--- src/rtl/fetch_pkg.sv ---
// -----------------------------------------------------------------------------
// fetch_pkg
// Shared definitions for the fetch stage.
//   ADDR_W_D / INSTR_W_D : default PC width and instruction width
//   PC_STEP_D            : default PC increment per fetched instruction
//   fetch_entry_t        : one queue entry {pc, instr} at the default widths
// -----------------------------------------------------------------------------
package fetch_pkg;

  localparam int ADDR_W_D  = 12;
  localparam int INSTR_W_D = 32;
  localparam int PC_STEP_D = 4;

  // The queue stores the PC in the upper bits and the instruction in the
  // lower bits, so this struct's field order matches the packed storage word.
  typedef struct packed {
    logic [ADDR_W_D-1:0]  pc;
    logic [INSTR_W_D-1:0] instr;
  } fetch_entry_t;

endpackage

--- src/rtl/fetch_fifo.sv ---
// -----------------------------------------------------------------------------
// fetch_fifo
// Generic DEPTH x WIDTH circular buffer with synchronous flush.
//   clk, rst  : clock, asynchronous active-high reset
//   i_enq     : write i_data at the tail (accepted when not full, or when a
//               dequeue happens in the same cycle)
//   i_deq     : pop the head (ignored when empty)
//   i_flush   : empty the buffer; overrides enq and deq
//   i_data    : write data
//   o_data    : head entry (registered storage)
//   o_count   : number of occupied entries
//   o_full    : o_count == DEPTH
//   o_empty   : o_count == 0
// -----------------------------------------------------------------------------
module fetch_fifo #(
  parameter int WIDTH = 44,
  parameter int DEPTH = 4
) (
  input  logic                     clk,
  input  logic                     rst,
  input  logic                     i_enq,
  input  logic                     i_deq,
  input  logic                     i_flush,
  input  logic [WIDTH-1:0]         i_data,
  output logic [WIDTH-1:0]         o_data,
  output logic [$clog2(DEPTH):0]   o_count,
  output logic                     o_full,
  output logic                     o_empty
);

  localparam int IDX_W = $clog2(DEPTH);

  logic [WIDTH-1:0] r_mem [DEPTH];
  logic [IDX_W-1:0] r_head;
  logic [IDX_W-1:0] r_tail;
  logic [IDX_W:0]   r_count;

  logic w_do_deq;
  logic w_do_enq;

  assign o_count = r_count;
  assign o_full  = (r_count == (IDX_W+1)'(DEPTH));
  assign o_empty = (r_count == '0);
  assign o_data  = r_mem[r_head];

  // When full, tail == head; a simultaneous pop frees the slot that the
  // push overwrites, and the read of the old head happens before the edge.
  assign w_do_deq = i_deq & ~i_flush & ~o_empty;
  assign w_do_enq = i_enq & ~i_flush & (~o_full | w_do_deq);

  always_ff @(posedge clk or posedge rst) begin
    if (rst) begin
      r_head  <= '0;
      r_tail  <= '0;
      r_count <= '0;
    end else if (i_flush) begin
      r_head  <= '0;
      r_tail  <= '0;
      r_count <= '0;
    end else begin
      // DEPTH is a power of two, so pointer increments wrap naturally.
      if (w_do_enq) r_tail <= r_tail + IDX_W'(1);
      if (w_do_deq) r_head <= r_head + IDX_W'(1);
      case ({w_do_enq, w_do_deq})
        2'b10:   r_count <= r_count + (IDX_W+1)'(1);
        2'b01:   r_count <= r_count - (IDX_W+1)'(1);
        default: r_count <= r_count;
      endcase
    end
  end

  // Storage is cleared on reset so the head output is never X afterwards.
  always_ff @(posedge clk or posedge rst) begin
    if (rst) begin
      for (int i = 0; i < DEPTH; i++) r_mem[i] <= '0;
    end else if (w_do_enq) begin
      r_mem[r_tail] <= i_data;
    end
  end

endmodule

--- src/rtl/fetch_queue.sv ---
// -----------------------------------------------------------------------------
// fetch_queue
// Fetch stage between the PC, a combinational instruction ROM and decode.
// Owns the PC, drives the ROM address and queues {pc, instr} pairs.
//   clk, rst        : clock, asynchronous active-high reset
//   imem_addr       : ROM address (the current PC)
//   imem_data       : ROM data, combinational from imem_addr
//   redirect_valid  : flush the queue and load redirect_pc into the PC
//   redirect_pc     : new PC for a redirect
//   out_valid       : head entry valid (withheld during a redirect cycle)
//   out_pc          : PC of the head entry
//   out_instr       : instruction of the head entry
//   out_ready       : decode accepts the head this cycle
//   count           : number of occupied entries
//   full            : count == DEPTH
// -----------------------------------------------------------------------------
module fetch_queue
  import fetch_pkg::*;
#(
  parameter int ADDR_W   = ADDR_W_D,
  parameter int INSTR_W  = INSTR_W_D,
  parameter int DEPTH    = 4,
  parameter int PC_STEP  = PC_STEP_D,
  parameter int RESET_PC = 0
) (
  input  logic                   clk,
  input  logic                   rst,
  output logic [ADDR_W-1:0]      imem_addr,
  input  logic [INSTR_W-1:0]     imem_data,
  input  logic                   redirect_valid,
  input  logic [ADDR_W-1:0]      redirect_pc,
  output logic                   out_valid,
  output logic [ADDR_W-1:0]      out_pc,
  output logic [INSTR_W-1:0]     out_instr,
  input  logic                   out_ready,
  output logic [$clog2(DEPTH):0] count,
  output logic                   full
);

  localparam int ENTRY_W = ADDR_W + INSTR_W;

  logic [ADDR_W-1:0]  r_pc;
  logic               w_enq;
  logic               w_deq;
  logic               w_empty;
  logic               w_full;
  logic [ENTRY_W-1:0] w_head;
  logic [ENTRY_W-1:0] w_new_entry;

  assign imem_addr = r_pc;

  // A redirect cycle neither presents the head nor accepts a new fetch;
  // the first instruction from the new PC is fetched on the next cycle.
  assign out_valid   = ~w_empty & ~redirect_valid;
  assign w_deq       = out_valid & out_ready;
  assign w_enq       = ~redirect_valid & (~w_full | w_deq);
  assign w_new_entry = {r_pc, imem_data};

  assign out_pc    = w_head[INSTR_W +: ADDR_W];
  assign out_instr = w_head[INSTR_W-1:0];
  assign full      = w_full;

  // PC advances only when the current fetch is captured; a stall holds it
  // so the same address is re-read once space opens up.
  always_ff @(posedge clk or posedge rst) begin
    if (rst) begin
      r_pc <= ADDR_W'(RESET_PC);
    end else if (redirect_valid) begin
      r_pc <= redirect_pc;
    end else if (w_enq) begin
      r_pc <= r_pc + ADDR_W'(PC_STEP);
    end
  end

  fetch_fifo #(
    .WIDTH (ENTRY_W),
    .DEPTH (DEPTH)
  ) u_fifo (
    .clk     (clk),
    .rst     (rst),
    .i_enq   (w_enq),
    .i_deq   (w_deq),
    .i_flush (redirect_valid),
    .i_data  (w_new_entry),
    .o_data  (w_head),
    .o_count (count),
    .o_full  (w_full),
    .o_empty (w_empty)
  );

endmodule
--- config.mk ---
export PLATFORM = sky130hd
export DESIGN_NAME = fetch_queue
export DESIGN_NICKNAME = d
export VERILOG_FILES = /design/src/rtl/fetch_pkg.sv /design/src/rtl/fetch_fifo.sv /design/src/rtl/fetch_queue.sv
export SDC_FILE = /design/constraint.sdc
export NUM_CORES = 1
export LEC_CHECK = 0
export BUFFER_PORTS_ARGS = -buffer_cell sky130_fd_sc_hd__buf_2
export CAP_MARGIN = 30
export CORE_MARGIN = 3
export CORE_UTILIZATION = 57
export CTS_CLUSTER_SIZE = 14
export DETAILED_ROUTE_END_ITERATION = 16
export GPL_ROUTABILITY_DRIVEN = 0
export PLACE_DENSITY = 0.81
export SYNTH_ARGS = -nofsm -noshare
export SYNTH_HDL_FRONTEND = slang
export SYNTH_SLANG_ARGS = --single-unit
--- constraint.sdc ---
create_clock -name clk -period 8.05 [get_ports clk]
set_input_delay 1.61 -clock clk [delete_from_list [all_inputs] [get_ports clk]]
set_output_delay 1.61 -clock clk [all_outputs]
set_load 0.02 [all_outputs]
==> results.md <==
- Outcome: completed
- CP Cell Sequence: buf_2 > inv_1 > and2_1 > buf_2
- Root Driver: clkbuf_16
- Final hold violations: 0
- Worst path slowest cell: buf_2
- Resize count post-CTS: 0
- Critical Path RT: 6440 ps
- PwrDens: 398.7 mW/mm^2
- Slew margin rel.: 36.07%
- Post-DP Area: 0.009921 sq mm
- Total Routing Usage GR: 21.43%
- Hold WC Path Type: reg2reg
- Max Clock Freq: 0.2441 GHz
- Initial antenna violation count: 0
- CP Max Fanout: 32
- Vias in the first global route: 5607
- Hpwl dp: 11190 um
- H-tree Lvls: 4
- Setup TNS: 0 ps
- Number of port buffers: 108
- Die Height: 135.8 um
- Largest stage delay, worst path: 410 ps
- Cells after synthesis: 548
- WHS: 506.9 ps
- M1 WL: 8489 um
- Leakage power total: 4.730 nW
- Ranking of synthesized cells by area: dfrtp_1, mux2_4, mux4_2
- Critical Path End Type: output port
- First-pass GRT wire length: 30700 um
- Post-CTS Setup Bufs: 0
- Overflow after GRT: 0
- Initial Util: 59.38%
- Post-synthesis sequential area ratio: 50.81%
- Worst Max-Slew Pin Slew: 959.0 ps
- Diode count: 0
- Area grow syn2layout: 9.054%
- Arr. time, crit path: 2490 ps
- Maximum vdd drop: 0.1897 mV
- Detailed Route Iter0 Violations: 298
- Number of synthesized flops with an enable pin: 0
- TritonCTS Sinks: 195
- Via count: 4958
- Syn_area_per_cell: 17.53 sq um
- Chip Width: 135.8 um
- Synthesis-stage register bit count: 195
- Wire per inst: 21.19 um
- Worst skew pair latency: 430 ps
- CP startpoint kind: primary input
- Highest Signal Layer: met4
- Most used cell, CP: buf_2
- TritonCTS clock tree: built
- Overall die area: 0.01844 sq mm
- Max cap viols: 0
- Setup Skew: 6.889 ps
- Largest net degree at the start of global routing: 126
- Core Region: 0.01617 sq mm
- First drt pass iteration count: 4
- Critical path type: in2out
- Layout net count: 693
- Vias/cell: 5.725
- Final min period: 4097 ps
- DRC: 0
- Final period util: 50.90%
- Syn. warnings: 0
- Routed wl met3: 726 um
- Yosys top cell by area: dfrtp_1
- Final wirelength: 18350 um
- WL met2: 8865 um
- FFs w/ async S/R, synth: 100.0%
- RSZ-0062 raised after global routing: no
- Yosys top cell area share: 50.81%
- Fin area: 0.01047 sq mm
- Cts hold-fix bufs: 0
- Rows: 46
- Clock transition at the registers of the reported paths: 70 ps
- Final setup violating endpoints: 0
- Syn Nets: 602
- I/O pins: 109
- Clock Tree Buf Depth: 2
- Synth cell types: 49
- Main flop type after synthesis: dfrtp_1
- Pins Over Slew Limit: 0
- Syn Std Cell Area: 0.009604 sq mm
- Routed Antenna Nets: 0
- Layout cell share with drive strength beyond 1: 57.69%
- Total CTS buffers: 17
==> final cells by class <==
class                           count  area, sq um
Inverter                            5        26.28
Tap cell                          216        270.3
Clock inverter                      9        82.58
Sequential cell                   195         4885
Clock buffer                       21        470.5
Fill cell                        1132         5699
Multi-Input combinational cell    310         4184
Timing Repair Buffer              110        555.5
==> synthesized netlist by cell type, types with 3 or more instances <==
master,count
buf_4,4
mux4_2,44
xor2_1,6
inv_1,4
and2_4,4
nor2_1,8
mux2_2,18
a21oi_1,3
o21ai_0,8
o2111ai_1,3
xnor2_1,4
buf_12,20
mux2_4,160
buf_2,8
nand2_1,12
dfrtp_1,195
o21ai_1,4
ha_1,5
nand3_1,5
==> through the flow <==
step	instances	total power, mW	setup slack, ps	util [%]
3_5_place_dp	836	3.392	3947	61.34
3_3_place_gp	836	3.304	3984	61.34
4_1_cts	866	4.214	3947	64.76
2_1_floorplan	548	3.029	1128	-
5_1_grt	866	4.396	3860	64.76
6_report	866	4.176	3953	64.76
==> cell usage in the layout (no fill, tap or decap), drive strengths merged <==
| cell | Yosys | layout |
|---|---|---|
| fa | 1 | 1 |
| nor4 | 1 | 1 |
| nor3 | 1 | 1 |
| nor2b | 3 | 3 |
| and3b | 1 | 1 |
| a31oi | 1 | 1 |
| ha | 5 | 5 |
| o211ai | 1 | 1 |
| and4 | 1 | 1 |
| buf | 33 | 110 |
| mux2i | 1 | 1 |
| mux2 | 178 | 178 |
| and2b | 2 | 2 |
| and2 | 5 | 5 |
| inv | 5 | 5 |
| clkinvlp | 0 | 5 |
| nor2 | 8 | 8 |
| or4 | 1 | 1 |
| nand4 | 1 | 1 |
| clkinv | 0 | 3 |
| clkbuf | 4 | 21 |
| o21ai | 13 | 13 |
| o2111ai | 3 | 3 |
| xnor2 | 4 | 4 |
| a21oi | 4 | 4 |
| nand2 | 13 | 13 |
| a211oi | 2 | 2 |
| or3 | 2 | 2 |
| or3b | 1 | 1 |
| nand3 | 5 | 5 |
| nand2b | 1 | 1 |
| dfrtp | 195 | 195 |
| xor2 | 6 | 6 |
| conb | 1 | 1 |
| mux4 | 44 | 44 |
| bufinv | 0 | 1 |
==> where the power goes <==
part,internal (mW),switching [mW],total [mW],leakage [nW]
logic,0.979,0.633,1.61,2.13
registers,1.43,0.327,1.76,2.34
clock network,0.446,0.358,0.804,0.259
total,2.86,1.32,4.18,4.73
==> critical path, delay by kind of cell <==
family	cells	cell delay, ps
and+or+nand+nor	1	170
buffers and inverters	3	700
==> worst paths after layout <==
kind,slack [ps],end,from,cells past startpoint
worst max-delay path,3950,out_valid,redirect_valid,4
min in group asynchronous,1370,u_fifo.r_mem[151]$_DFFE_PP0P_,rst,2
worst max register to register,5850,u_fifo.r_mem[40]$_DFFE_PP0P_,u_fifo.o_count[0]$_DFFE_PP0P_,4
worst min-delay path,510,u_fifo.r_mem[42]$_DFFE_PP0P_,u_fifo.r_mem[42]$_DFFE_PP0P_,1
worst min register to register,510,u_fifo.r_mem[42]$_DFFE_PP0P_,u_fifo.r_mem[42]$_DFFE_PP0P_,1
max in group asynchronous,5190,u_fifo.r_head[0]$_DFFE_PP0P_,rst,3
==> cells by family after synthesis <==
logic type / synth area share (%)
buf+inv: 5.628
compound gates: 1.537
simple gates: 2.671
flops: 50.81
fa+ha+maj: 0.8598
xor+xnor: 0.9119
other cells: 0.03905
mux: 37.55
==> routing by layer <==
metal,GRT usage (%),vias to the layer above
met2,34.35,113
met5,0,-
met4,6.663,0
met3,3.306,16
li1,-,2184
met1,30.61,2645
==> registers in the layout (all words and copies together) (netlist names) <==
name,cells
imem_addr,12
u_fifo.o_count,3
u_fifo.r_head,2
u_fifo.r_mem,176
u_fifo.r_tail,2
Note: power is estimated with default switching activity, not from simulation.
